[config.mk]
export PLATFORM = sky130hd
export DESIGN_NAME = arb_mux_flat
export DESIGN_NICKNAME = d
export VERILOG_FILES = /design/src/rtl/arb_mux_if.sv /design/src/rtl/arb_mux.sv /design/src/flat_wrapper.sv
export SDC_FILE = /design/constraint.sdc
export NUM_CORES = 1
export LEC_CHECK = 0
export ABC_AREA = 1
export ABC_CLOCK_PERIOD_IN_PS = 3000
export BUFFER_PORTS_ARGS = -buffer_cell sky130_fd_sc_hd__buf_2
export CAP_MARGIN = 25
export CORE_AREA = 2 2 71 107
export DETAILED_ROUTE_END_ITERATION = 16
export DIE_AREA = 0 0 73 109
export GPL_ROUTABILITY_DRIVEN = 1
export PLACE_DENSITY = 0.8
export SYNTH_ARGS = -nofsm -noshare
export SYNTH_HDL_FRONTEND = slang
export SYNTH_SLANG_ARGS = --single-unit
[constraint.sdc]
create_clock -name clk -period 3 [get_ports clk]
set_input_delay 0.15 -clock clk [delete_from_list [all_inputs] [get_ports clk]]
set_output_delay 0.15 -clock clk [all_outputs]
set_load 0.05 [all_outputs]
[src/rtl/arb_mux_if.sv]
// arb_mux_if: channel-side and output-side signals of the arbitrating mux.
//   in_valid/in_data/in_last/in_ready : N request channels; data is flattened,
//                                        and channel i sits at [i*WIDTH +: WIDTH]
//   out_valid/out_data/out_last/out_sel/out_ready : single registered output beat
// Modports: master = traffic source/sink side (bench), slave = the mux itself.
interface arb_mux_if #(
  parameter int WIDTH = 16,
  parameter int N     = 8
);
  localparam int SELW = (N > 1) ? $clog2(N) : 1;

  logic [N-1:0]       in_valid;
  logic [N*WIDTH-1:0] in_data;
  logic [N-1:0]       in_last;
  logic [N-1:0]       in_ready;
  logic               out_valid;
  logic [WIDTH-1:0]   out_data;
  logic               out_last;
  logic [SELW-1:0]    out_sel;
  logic               out_ready;

  modport master (
    output in_valid, in_data, in_last, out_ready,
    input  in_ready, out_valid, out_data, out_last, out_sel
  );

  modport slave (
    input  in_valid, in_data, in_last, out_ready,
    output in_ready, out_valid, out_data, out_last, out_sel
  );
endinterface

[src/rtl/arb_mux.sv]
// arb_mux: N-channel packet-aware arbiter feeding a single-entry output register.
//   clk   : rising-edge clock
//   reset : synchronous active-high reset
//   bus   : arb_mux_if.slave (request channels in, registered beat out)
// Arbitration is round-robin (PRIO_MODE=0) or fixed priority with channel 0
// highest (PRIO_MODE=1). Once a packet starts, the mux stays on that channel
// until its last beat, so packets never interleave. Latency is one cycle and
// a beat can be accepted every cycle while the downstream keeps out_ready high.
module arb_mux #(
  parameter int WIDTH     = 16,
  parameter int N         = 8,
  parameter int PRIO_MODE = 0,
  localparam int SELW     = (N > 1) ? $clog2(N) : 1
) (
  input  logic     clk,
  input  logic     reset,
  arb_mux_if.slave bus
);

  typedef enum logic [0:0] {
    IDLE   = 1'b0,
    LOCKED = 1'b1
  } state_t;

  localparam logic [SELW:0] N_W = (SELW+1)'(N);

  state_t           state_r;
  logic [SELW-1:0]  rr_ptr_r;
  logic [SELW-1:0]  lock_ch_r;
  logic             out_valid_r;
  logic [WIDTH-1:0] out_data_r;
  logic             out_last_r;
  logic [SELW-1:0]  out_sel_r;

  logic             can_accept_s;
  logic             grant_valid_s;
  logic [SELW-1:0]  grant_idx_s;
  logic [WIDTH-1:0] grant_data_s;
  logic             grant_last_s;
  logic             xfer_s;
  logic [N-1:0]     in_ready_s;

  // Pick the granted channel: the open packet's channel, or a new winner in IDLE.
  always_comb begin
    logic [SELW:0] sum_v;
    logic [SELW:0] idx_v;
    grant_valid_s = 1'b0;
    grant_idx_s   = '0;
    sum_v         = '0;
    idx_v         = '0;
    case (state_r)
      LOCKED: begin
        grant_idx_s   = lock_ch_r;
        grant_valid_s = bus.in_valid[lock_ch_r];
      end
      IDLE: begin
        if (PRIO_MODE == 1) begin
          // Scan downward so the lowest requesting index is the last one written.
          for (int i = N - 1; i >= 0; i--) begin
            grant_idx_s   = bus.in_valid[SELW'(i)] ? SELW'(i) : grant_idx_s;
            grant_valid_s = grant_valid_s | bus.in_valid[SELW'(i)];
          end
        end else begin
          // Offsets N..1 from rr_ptr; the smallest offset (rr_ptr+1) wins,
          // and offset N lands on rr_ptr itself, making it the last choice.
          for (int k = N; k >= 1; k--) begin
            sum_v         = {1'b0, rr_ptr_r} + (SELW+1)'(k);
            idx_v         = (sum_v >= N_W) ? (sum_v - N_W) : sum_v;
            grant_idx_s   = bus.in_valid[idx_v[SELW-1:0]] ? idx_v[SELW-1:0] : grant_idx_s;
            grant_valid_s = grant_valid_s | bus.in_valid[idx_v[SELW-1:0]];
          end
        end
      end
      default: begin
        grant_idx_s   = '0;
        grant_valid_s = 1'b0;
      end
    endcase
  end

  // Handshake qualification and data/last selection for the granted channel.
  always_comb begin
    can_accept_s = !out_valid_r || bus.out_ready;
    xfer_s       = can_accept_s && grant_valid_s && !reset;
    grant_last_s = bus.in_last[grant_idx_s];
    grant_data_s = '0;
    in_ready_s   = '0;
    for (int i = 0; i < N; i++) begin
      grant_data_s  = (grant_idx_s == SELW'(i)) ? bus.in_data[i*WIDTH +: WIDTH] : grant_data_s;
      in_ready_s[i] = xfer_s && (grant_idx_s == SELW'(i));
    end
  end

  // Packet FSM, round-robin pointer and the registered output beat.
  always_ff @(posedge clk) begin
    if (reset) begin
      state_r     <= IDLE;
      rr_ptr_r    <= SELW'(N - 1);
      lock_ch_r   <= '0;
      out_valid_r <= 1'b0;
      out_data_r  <= '0;
      out_last_r  <= 1'b0;
      out_sel_r   <= '0;
    end else if (xfer_s) begin
      out_valid_r <= 1'b1;
      out_data_r  <= grant_data_s;
      out_last_r  <= grant_last_s;
      out_sel_r   <= grant_idx_s;
      // The pointer only moves at packet end, so fairness is per packet.
      case (state_r)
        IDLE: begin
          if (grant_last_s) begin
            rr_ptr_r <= grant_idx_s;
          end else begin
            state_r   <= LOCKED;
            lock_ch_r <= grant_idx_s;
          end
        end
        LOCKED: begin
          if (grant_last_s) begin
            state_r  <= IDLE;
            rr_ptr_r <= grant_idx_s;
          end else begin
            state_r <= LOCKED;
          end
        end
        default: begin
          state_r <= IDLE;
        end
      endcase
    end else if (out_valid_r && bus.out_ready) begin
      out_valid_r <= 1'b0;
    end else begin
      out_valid_r <= out_valid_r;
    end
  end

  assign bus.in_ready  = in_ready_s;
  assign bus.out_valid = out_valid_r;
  assign bus.out_data  = out_data_r;
  assign bus.out_last  = out_last_r;
  assign bus.out_sel   = out_sel_r;

endmodule
[src/flat_wrapper.sv]
// flat-port wrapper written by rule: the top's interface ports become plain ports
module arb_mux_flat 
#(
  parameter int WIDTH     = 16,
  parameter int N         = 8,
  parameter int PRIO_MODE = 0,
  localparam int SELW     = (N > 1) ? $clog2(N) : 1
)
  (clk, reset, bus_in_valid, bus_in_data, bus_in_last, bus_out_ready, bus_in_ready, bus_out_valid, bus_out_data, bus_out_last, bus_out_sel);
  arb_mux_if #(.WIDTH(WIDTH), .N(N)) bus_i ();
  input  logic clk;
  input  logic reset;
  input wire logic [$bits(bus_i.in_valid)-1:0] bus_in_valid;
  input wire logic [$bits(bus_i.in_data)-1:0] bus_in_data;
  input wire logic [$bits(bus_i.in_last)-1:0] bus_in_last;
  input wire logic [$bits(bus_i.out_ready)-1:0] bus_out_ready;
  output wire logic [$bits(bus_i.in_ready)-1:0] bus_in_ready;
  output wire logic [$bits(bus_i.out_valid)-1:0] bus_out_valid;
  output wire logic [$bits(bus_i.out_data)-1:0] bus_out_data;
  output wire logic [$bits(bus_i.out_last)-1:0] bus_out_last;
  output wire logic [$bits(bus_i.out_sel)-1:0] bus_out_sel;
  assign bus_i.in_valid = bus_in_valid;
  assign bus_i.in_data = bus_in_data;
  assign bus_i.in_last = bus_in_last;
  assign bus_i.out_ready = bus_out_ready;
  assign bus_in_ready = bus_i.in_ready;
  assign bus_out_valid = bus_i.out_valid;
  assign bus_out_data = bus_i.out_data;
  assign bus_out_last = bus_i.out_last;
  assign bus_out_sel = bus_i.out_sel;
  arb_mux #(.WIDTH(WIDTH), .N(N), .PRIO_MODE(PRIO_MODE)) u_core (.clk(clk), .reset(reset), .bus(bus_i));
endmodule
==> summary.txt, run 1 <==
Number of sinks driven by the clock tree - 28
Net Switching - 0.00472 W
Crit path setup slack, layout - 45.3 ps
Slew at the pin with the worst max-slew slack - 524 ps
X dimension of the die - 73 um
Number of rows created at floorplan - 38
Clock period minus worst slack - 2950 ps
Status - completed
Last weighted congestion value of the routability-driven placer - 1.03
First-pass GRT wire length - 22300 um
Min-Delay Startpoint - bus_out_ready
Switching power share of the total - 0.598
Drt wl/cell - 18.3 um
Vias in the first global route - 4605
Sequential cell fraction of total power - 0.071
Core Util, Final - 0.674
Class of the most critical setup path - flip-flop to primary output
Half-perimeter wire length after detailed placement - 12000 um
Leak - 2.52 nW
Count of unique library cells instantiated by Yosys - 33
Power density cells - 1650 mW/mm^2
Via Count - 4739
Initial standard-cell utilization of the core - 0.438
Clk Tree Root Cell - sky130_fd_sc_hd__clkbuf_8
Final-stage net count - 894
Max-slew violation total from the final report - 0
Io pins - 176
DRT met1 WL - 4630 um
Number of cells on the worst reg-to-reg path - 18
Number of cells on the worst hold path - 4
Net count after synthesis - 705
Post-route non-filler standard cell count - 824
Instance count of the mapped netlist - 556
Crit path launch - u_core.rr_ptr_r[0]
Port-buffer cells - 175
Share of post-route cells with drive strength above 1 - 0.413
Largest fanout on the critical path - 9
Number of filler cells placed in the layout - 675
DRT Pass-1 Iters - 5
Sum of negative setup slack - 0 ps
Buffer depth of the longest clock path - 2
Antenna Violating Nets Remaining - 0
Hold Path Class - input port to flip-flop
Tot Pwr - 0.00789 W
Clock tree from TritonCTS - built
Fin. Hold Viols - 0
Met2 WL - 7980 um
Clock Power Share - 0.030
Total setup violations reported at the end of the flow - 0
Combinational fraction of design power - 0.899
H-Tree Level Count - 1
Most frequent cells in the layout - sky130_fd_sc_hd__buf_2, sky130_fd_sc_hd__nand2_1, sky130_fd_sc_hd__inv_1
Int Pwr - 0.00317 W
Number of antenna violations at the first check in global routing - 0
Proportion of synthesized chip area in sequential cells - 0.181
Worst endpoint data arrival time - 2800 ps
Chip Height - 109 um
Startpoint type of the worst setup path - flip-flop
WP data required - 2850 ps
Residual DRC - 0
Critical Path End Type - primary output
DRT Wirelength - 15100 um
Portion of the clock cycle consumed by the worst path in the final layout - 0.985
Most common cell after layout, fill and taps aside - sky130_fd_sc_hd__buf_2
Clock latency on the worst-skew pair - 280 ps
Hold-fix buffers at CTS - 0
Largest net degree at the start of global routing - 49
Relative slew slack - 0.651
Number of antenna cells inserted - 0
Drt first-iter violations - 357
Global route total overflow - 0
Sum of met3 wire segment lengths after detailed routing - 1240 um
Unrepaired setup endpoints after global routing - true
Number of vias per cell after detailed routing - 5.75
Max-cap viol count - 0
Core box area - 0.00708 mm^2
Growth of design area from synthesis to finish - 54.0%
GRT Overall Usage - 0.371
Worst supply voltage drop on vdd - 0.990 mV
Die footprint - 0.00796 mm^2
Warnings, synthesis - 0
Cell area after synthesis - 0.00310 mm^2
Clk_skew - 1.71 ps
Pre-CTS setup slack - -148 ps
Clk pin slew, worst setup/hold paths - 90 ps
Top routing layer in use - met4
Total CTS buffers - 3
Highest clock frequency the design can meet - 338 MHz
Register bit total from synthesis - 28
Mean Syn Cell Area - 5.58 um^2
Worst reg2reg path startpoint - u_core.rr_ptr_r[0]
# placed instances - 811
## kinds of logic (layout without fill, tap and decap cells)
logic type,Yosys count,count (layout),share of synthesized area
and+or+nand+nor,348,348,0.520
xor gates and xnor gates,1,1,0.00525
adders and majority gates,2,2,0.00807
AOI/OAI and AO/OA,79,79,0.142
buffers and inverters,98,286,0.144
DFF,28,28,0.181
## power groups by stage
| stage | clock [W] | combinational (W) | sequential (W) |
|---|---|---|---|
| after CTS | 0.000238 | 0.00618 | 0.000554 |
| after detailed placement | 0 | 0.00597 | 0.000558 |
| after global routing | 0.000247 | 0.00762 | 0.000573 |
| after floorplan | 0 | 0.00392 | 0.000765 |
| after global placement | 0 | 0.00590 | 0.000558 |
| final | 0.000236 | 0.00709 | 0.000563 |
## metal layers
metal / up-vias / track usage
met5: - / 0
met4: 0 / 0.266
met3: 82 / 0.0647
met2: 310 / 0.691
met1: 2129 / 0.353
li1: 2218 / -
## worst max-delay path: stages, from the launching register on
cell and delay [ps]:
sky130_fd_sc_hd__dfxtp_2 340, sky130_fd_sc_hd__inv_2 70, sky130_fd_sc_hd__buf_4 170, sky130_fd_sc_hd__nand2_1 90, sky130_fd_sc_hd__nand3_2 100, sky130_fd_sc_hd__nand2_1 100
sky130_fd_sc_hd__o21ai_4 230, sky130_fd_sc_hd__inv_2 80, sky130_fd_sc_hd__and2_1 150, sky130_fd_sc_hd__nand2_1 70, sky130_fd_sc_hd__nand2_1 50, sky130_fd_sc_hd__nand2_1 80
sky130_fd_sc_hd__nand2_1 70, sky130_fd_sc_hd__nand3_1 120, sky130_fd_sc_hd__nand2_4 110, sky130_fd_sc_hd__clkinv_4 110, sky130_fd_sc_hd__buf_4 150, sky130_fd_sc_hd__nand2_4 90
sky130_fd_sc_hd__nor3_4 170, sky130_fd_sc_hd__buf_6 190
## path summary, 6_finish.rpt
path | slack [ps] | to
worst max-delay path | 50 | bus_in_ready[6]
worst min-delay path | 160 | u_core.bus.out_valid
worst max register to register | 90 | u_core.bus.out_data[10]
worst min register to register | 460 | u_core.bus.out_data[2]
## sequential cells by signal, summed over array words and instances, names as in the netlist
register / cells
u_core.bus.out_data: 16
u_core.bus.out_last: 1
u_core.bus.out_sel: 3
u_core.bus.out_valid: 1
u_core.lock_ch_r: 3
u_core.rr_ptr_r: 3
u_core.state_r: 1
## Yosys cell counts (all sizes together)
| cell | n | area [um^2] |
|---|---|---|
| nand2 | 170 | 681 |
| and2 | 1 | 6.26 |
| clkbuf | 7 | 26.3 |
| o311ai | 1 | 8.76 |
| nand4 | 43 | 269 |
| nand3 | 69 | 355 |
| nor3 | 6 | 41.3 |
| ha | 2 | 25.0 |
| xnor2 | 1 | 16.3 |
| or2 | 1 | 6.26 |
| inv | 71 | 274 |
| a21oi | 48 | 255 |
| buf | 20 | 145 |
| o21ai | 21 | 109 |
| dfxtp | 28 | 561 |
| a211oi | 1 | 7.51 |
| o211ai | 5 | 37.5 |
| a22oi | 3 | 22.5 |
| nor2 | 58 | 255 |
## through the flow
step | hold WS [ps] | instance area (um^2)
after floorplan | 250 | 3110
after global placement | 445 | 4180
after detailed placement | 453 | 4180
after CTS | 162 | 4350
after global routing | 183 | 4780
final | 161 | 4780
## what timing repair did
| action | in CTS | in global routing |
|---|---|---|
| gates resized for setup | 31 | 67 |
| buffers inserted | 0 | 7 |
| setup endpoints to repair | 27 | 32 |
| gates cloned | 0 | 2 |
| pin swaps | 1 | 19 |
## cell type report
type / instances / area [um^2] / area share
Tap cell: 80 / 100 / 0.0210
Multi-Input combinational cell: 430 / 2440 / 0.510
Clock buffer: 4 / 55.1 / 0.0115
Inverter: 71 / 292 / 0.0610
Sequential cell: 28 / 567 / 0.119
Timing Repair Buffer: 211 / 1330 / 0.278
(Power assumes the default switching activity.)
==> run 2: changes to the inputs <==
--- a/config.mk
+++ b/config.mk
@@ -12,7 +12,7 @@
 export CORE_AREA = 2 2 71 107
 export DETAILED_ROUTE_END_ITERATION = 16
 export DIE_AREA = 0 0 73 109
-export GPL_ROUTABILITY_DRIVEN = 1
+export GPL_ROUTABILITY_DRIVEN = 0
 export PLACE_DENSITY = 0.8
 export SYNTH_ARGS = -nofsm -noshare
 export SYNTH_HDL_FRONTEND = slang
==> constraint.sdc (replaced) <==
create_clock -name clk -period 3 [get_ports clk]
set_input_delay 0.3 -clock clk [delete_from_list [all_inputs] [get_ports clk]]
set_output_delay 0.3 -clock clk [all_outputs]
set_load 0.05 [all_outputs]
==> run 2 against run 1 <==
Against the previous run: the flow now finishes with violations (setup timing); worst hold slack gained 150 ps; die area is the same; critical path depth shrank 3; critical endpoint is now bus_in_ready[0].
==> summary.txt, run 2 (synthesis gave the netlist of run 1 again) <==
Status - complete, but fails checks
Violated checks - setup timing
Hold Path Sink - u_core.bus.out_valid
Growth of design area from synthesis to finish - 57.4%
Number of sinks driven by the clock tree - 28
DRT Wirelength - 14900 um
Worst reg2reg endpoint - u_core.bus.out_data[8]
Pre-CTS setup slack - -30.4 ps
Highest clock frequency the design can meet - 327 MHz
Share of post-route cells with drive strength above 1 - 0.436
Sum of met3 wire segment lengths after detailed routing - 1380 um
WP data required - 2700 ps
Initial standard-cell utilization of the core - 0.438
Critical Path End Type - primary output
Number of cells on the worst hold path - 4
Clk pin slew, worst setup/hold paths - 100 ps
Port-buffer cells - 175
Number of flip-flops in the largest register - 16
Number of antenna violations at the first check in global routing - 0
Max-slew violation total from the final report - 0
Top cell family by delay on the critical path - simple AND/OR/NAND/NOR gates
Final std cell area, no fill - 0.00488 mm^2
DRT Pass-1 Iters - 6
Number of rows created at floorplan - 38
Via Count - 4869
Worst endpoint data arrival time - 2760 ps
First-pass GRT wire length - 20500 um
Antenna Violating Nets Remaining - 0
Area of placed instances - 0.00414 mm^2
Largest fanout on the critical path - 9
Worst path buffer plus inverter count - 6
Final-stage net count - 909
Global route total overflow - 0
Clock latency on the worst-skew pair - 270 ps
Number of cells on the worst reg-to-reg path - 21
Clock tree from TritonCTS - built
Class of the most critical setup path - flip-flop to primary output
Met2 WL - 7580 um
Chip Height - 109 um
Worst stage delay on the critical path - 340 ps
Number of antenna cells inserted - 0
Residual DRC - 0
Core box area - 0.00708 mm^2
Top routing layer in use - met4
R2r setup slk - -10 ps
GRT Overall Usage - 0.331
Slew at the pin with the worst max-slew slack - 633 ps
Number of vias per cell after detailed routing - 5.80
Drt wl/cell - 17.8 um
Crit path setup slack, layout - -57.1 ps
Series of cell instances along the critical path - inv_2 -> buf_4 -> nand2_1 -> nand3_2 -> nand3_1 -> nand2_2 -> nor3_1 -> nand4_1 -> nor3_1 -> a21oi_1 -> inv_1 -> nor2_4 -> inv_4 -> buf_6 -> nor3_4 -> buf_6
Worst reg2reg path startpoint - u_core.rr_ptr_r[0]
Buffer depth of the longest clock path - 2
Total CTS buffers - 3
Hold-fix buffers at CTS - 0
Clk Tree Root Cell - sky130_fd_sc_hd__clkbuf_8
Startpoint type of the worst setup path - flip-flop
Clock period minus worst slack - 3060 ps
Half-perimeter wire length after detailed placement - 10600 um
Hold Path Class - input port to flip-flop
Min-Delay Startpoint - bus_out_ready
Fin. Hold Viols - 0
Max-cap viol count - 0
Drt first-iter violations - 483
Slowest cell on crit path - sky130_fd_sc_hd__dfxtp_2
Clk_skew - 2.98 ps
Core Util, Final - 0.689
X dimension of the die - 73 um
Io pins - 176
Total setup violations reported at the end of the flow - 10
Relative slew slack - 0.572
Portion of the clock cycle consumed by the worst path in the final layout - 1.02
DRT met1 WL - 4800 um
Die footprint - 0.00796 mm^2
Most frequent cells in the layout - sky130_fd_sc_hd__buf_2, sky130_fd_sc_hd__nand2_1, sky130_fd_sc_hd__inv_1
Unrepaired setup endpoints after global routing - true
Most common cell after layout, fill and taps aside - sky130_fd_sc_hd__buf_2
H-Tree Level Count - 1
Vias in the first global route - 4414
Largest net degree at the start of global routing - 33
Hold Worst Slack - 311 ps
run 2: cell types whose count changed in the layout (fill, tap and decap cells not counted), sizes merged:
cell,before,now
bufinv,0,1
clkbuf,6,4
buf,209,225
run 2: worst register-to-register path, delay by kind of cell (launching register included):
family                 cells  cell delay (ps)
DFF                        1              340
AOI/OAI and AO/OA          1              130
buffers and inverters      3              380
and+or+nand+nor           17             2130
run 2: worst max-delay path by stage:
stage	startpoint	to	slack, ps	cells past startpoint
after detailed placement	u_core.rr_ptr_r[0]	u_core.bus.out_data[8]	-30	21
final	u_core.rr_ptr_r[0]	bus_in_ready[0]	-60	16
after global routing	u_core.rr_ptr_r[0]	bus_in_ready[3]	-200	19
after floorplan	u_core.rr_ptr_r[1]	bus_in_ready[6]	-220	16
after CTS	u_core.rr_ptr_r[0]	bus_in_ready[7]	10	19
after global placement	u_core.rr_ptr_r[1]	bus_in_ready[7]	40	15
run 2: what timing repair did:
action                                  in CTS  in global routing
endpoints found under the setup margin      19                 32
gates cloned                                 0                  2
gates resized for setup                     30                 71
setup buffers                                6                 19
pin swaps                                    6                 23
run 2: per-layer routing:
| metal | GRT usage | vias to the layer above |
|---|---|---|
| met5 | 0 | - |
| met4 | 0.197 | 0 |
| met3 | 0.0508 | 111 |
| met2 | 0.625 | 383 |
| met1 | 0.327 | 2123 |
| li1 | - | 2252 |
run 2: cell type report:
class,count,area (um^2)
clock buffer,3,41.3
clock inverter,1,30.0
fill,592,2200
inverter,71,292
multi-input combinational,430,2460
sequential,28,567
tap,80,100
timing repair buffer,226,1390
run 2: stage by stage:
step                TNS [ps]  std cells
CTS                        0        818
global route           -4540        839
detailed placement      -161        808
floorplan               -591        556
global placement           0        808
finish                  -320        839
Power of run 2 is not shown: default switching activity piles up to over one toggle a cycle in this logic, so the estimate is an artifact.
==> run 3: changes to the inputs <==
--- a/config.mk
+++ b/config.mk
@@ -13,7 +13,7 @@
 export DETAILED_ROUTE_END_ITERATION = 16
 export DIE_AREA = 0 0 73 109
 export GPL_ROUTABILITY_DRIVEN = 0
-export PLACE_DENSITY = 0.8
+export PLACE_DENSITY = 0.87
 export SYNTH_ARGS = -nofsm -noshare
 export SYNTH_HDL_FRONTEND = slang
 export SYNTH_SLANG_ARGS = --single-unit
==> run 3 against run 2 <==
Against the previous run: the flow still finishes with violations (setup timing); worst hold slack better by 17 ps; register-to-register slack got worse by 140 ps; first-iteration DRC count increased by 2.5%; global-route usage is 0.98 points lower; non-clock buffer count fell by 9; worst setup slack lost 97 ps; via count grew 1.2%; critical path depth increased by 8; wire length is 1.1% higher.
==> summary.txt, run 3 (synthesis gave the netlist of run 1 again) <==
Class of the most critical setup path - flip-flop to flip-flop
Die footprint - 0.00796 mm^2
Number of antenna violations at the first check in global routing - 0
Final-stage net count - 900
Most frequent cells in the layout - sky130_fd_sc_hd__buf_2, sky130_fd_sc_hd__nand2_1, sky130_fd_sc_hd__inv_1
Drt first-iter violations - 495
Largest net degree at the start of global routing - 30
Largest fanout on the critical path - 11
Unrepaired setup endpoints after global routing - true
Fin. Hold Viols - 0
Clock latency on the worst-skew pair - 280 ps
Vias in the first global route - 4449
WP data required - 3170 ps
Via Count - 4927
DRT Pass-1 Iters - 5
Core Util, Final - 0.675
Startpoint type of the worst setup path - flip-flop
Sum of negative setup slack - -794 ps
Violated checks - setup timing
Number of flip-flops in the largest register - 16
Slew at the pin with the worst max-slew slack - 384 ps
Highest clock frequency the design can meet - 317 MHz
Clk pin slew, worst setup/hold paths - 100 ps
Number of rows created at floorplan - 38
GRT Overall Usage - 0.321
First-pass GRT wire length - 20100 um
Relative slew slack - 0.743
Half-perimeter wire length after detailed placement - 10600 um
Status - complete, but fails checks
Global route total overflow - 0
DRT Wirelength - 15100 um
Number of antenna cells inserted - 0
Drt wl/cell - 18.2 um
Growth of design area from synthesis to finish - 54.1%
Number of vias per cell after detailed routing - 5.94
Buffer depth of the longest clock path - 2
Hold Path Class - input port to flip-flop
H-Tree Level Count - 1
Initial standard-cell utilization of the core - 0.438
X dimension of the die - 73 um
Number of sinks driven by the clock tree - 28
Portion of the clock cycle consumed by the worst path in the final layout - 1.05
Worst endpoint data arrival time - 3330 ps
Most common cell after layout, fill and taps aside - sky130_fd_sc_hd__buf_2
Max-slew violation total from the final report - 0
Clk Tree Root Cell - sky130_fd_sc_hd__clkbuf_8
Clk_skew - 6.41 ps
Io pins - 176
Port-buffer cells - 175
Total setup violations reported at the end of the flow - 15
Residual DRC - 0
Total CTS buffers - 3
Clock tree from TritonCTS - built
Max-cap viol count - 0
Share of post-route cells with drive strength above 1 - 0.411
Core box area - 0.00708 mm^2
Crit path setup slack, layout - -154 ps
Chip Height - 109 um
Antenna Violating Nets Remaining - 0
Clock period minus worst slack - 3150 ps
Critical Path End Type - flip-flop
==> run 3: path summary, 6_finish.rpt <==
kind | start | end | slack [ps] | cells after the start
worst max register to register | u_core.rr_ptr_r[0] | u_core.lock_ch_r[0] | -150 | 24
worst min register to register | u_core.bus.out_sel[2] | u_core.bus.out_sel[2] | 470 | 2
worst min-delay path | bus_in_data[123] | u_core.bus.out_data[11] | 330 | 3
worst max-delay path | u_core.rr_ptr_r[0] | u_core.lock_ch_r[0] | -150 | 24
==> run 3: through the flow <==
step	setup slack, ps	hold slack [ps]	std cells	area (um^2)
2_1_floorplan	-218	400	556	3130
4_1_cts	28.0	319	814	4370
3_3_place_gp	4.49	449	805	4130
5_1_grt	-265	342	830	4780
6_report	-154	328	830	4780
3_5_place_dp	-107	452	805	4130
==> run 3: critical path, cell delays in order, from the launching register on <==
cell and delay, ps:
sky130_fd_sc_hd__dfxtp_2 350, sky130_fd_sc_hd__buf_8 140, sky130_fd_sc_hd__buf_4 130, sky130_fd_sc_hd__nand2_1 220, sky130_fd_sc_hd__nand3_4 130, sky130_fd_sc_hd__nand3_2 120
sky130_fd_sc_hd__nand2_2 80, sky130_fd_sc_hd__a21oi_1 150, sky130_fd_sc_hd__nand2_1 80, sky130_fd_sc_hd__nand2_1 70, sky130_fd_sc_hd__nand2_1 60, sky130_fd_sc_hd__nand2_1 60
sky130_fd_sc_hd__nand2_1 60, sky130_fd_sc_hd__nand2_2 140, sky130_fd_sc_hd__nand2_8 100, sky130_fd_sc_hd__buf_4 160, sky130_fd_sc_hd__buf_4 170, sky130_fd_sc_hd__nand2_1 100
sky130_fd_sc_hd__nand3_2 120, sky130_fd_sc_hd__nand2_2 130, sky130_fd_sc_hd__nand2_2 80, sky130_fd_sc_hd__nor2_2 160, sky130_fd_sc_hd__nand2_1 120, sky130_fd_sc_hd__nand2_1 80
sky130_fd_sc_hd__nor2_1 30
==> run 3: cell type report <==
cell class              instances  area, um^2
inverters                      71         304
flip-flops and latches         28         567
well taps                      80         100
repair buffers                217        1330
clock buffers                   3        41.3
multi-input cells             430        2410
clock inverters                 1        30.0
fillers                       562        2300
==> run 3: layer usage <==
layer	track usage	vias up	share of wire
li1	-	2224	-
met1	0.328	2139	0.32
met2	0.587	439	0.50
met3	0.0434	125	0.093
met4	0.217	0	0.092
met5	0	-	0
==> run 3: repair_timing <==
item | 4_1_cts | 5_1_grt
setup endpoints to repair | 24 | 26
buffers inserted | 5 | 15
resized for setup | 34 | 59
endpoints found under the hold margin | 0 | 0
hold buffers | 0 | 0
cloned | 0 | 1
pin swaps | 7 | 25
Power of run 3 is left out for the same reason.
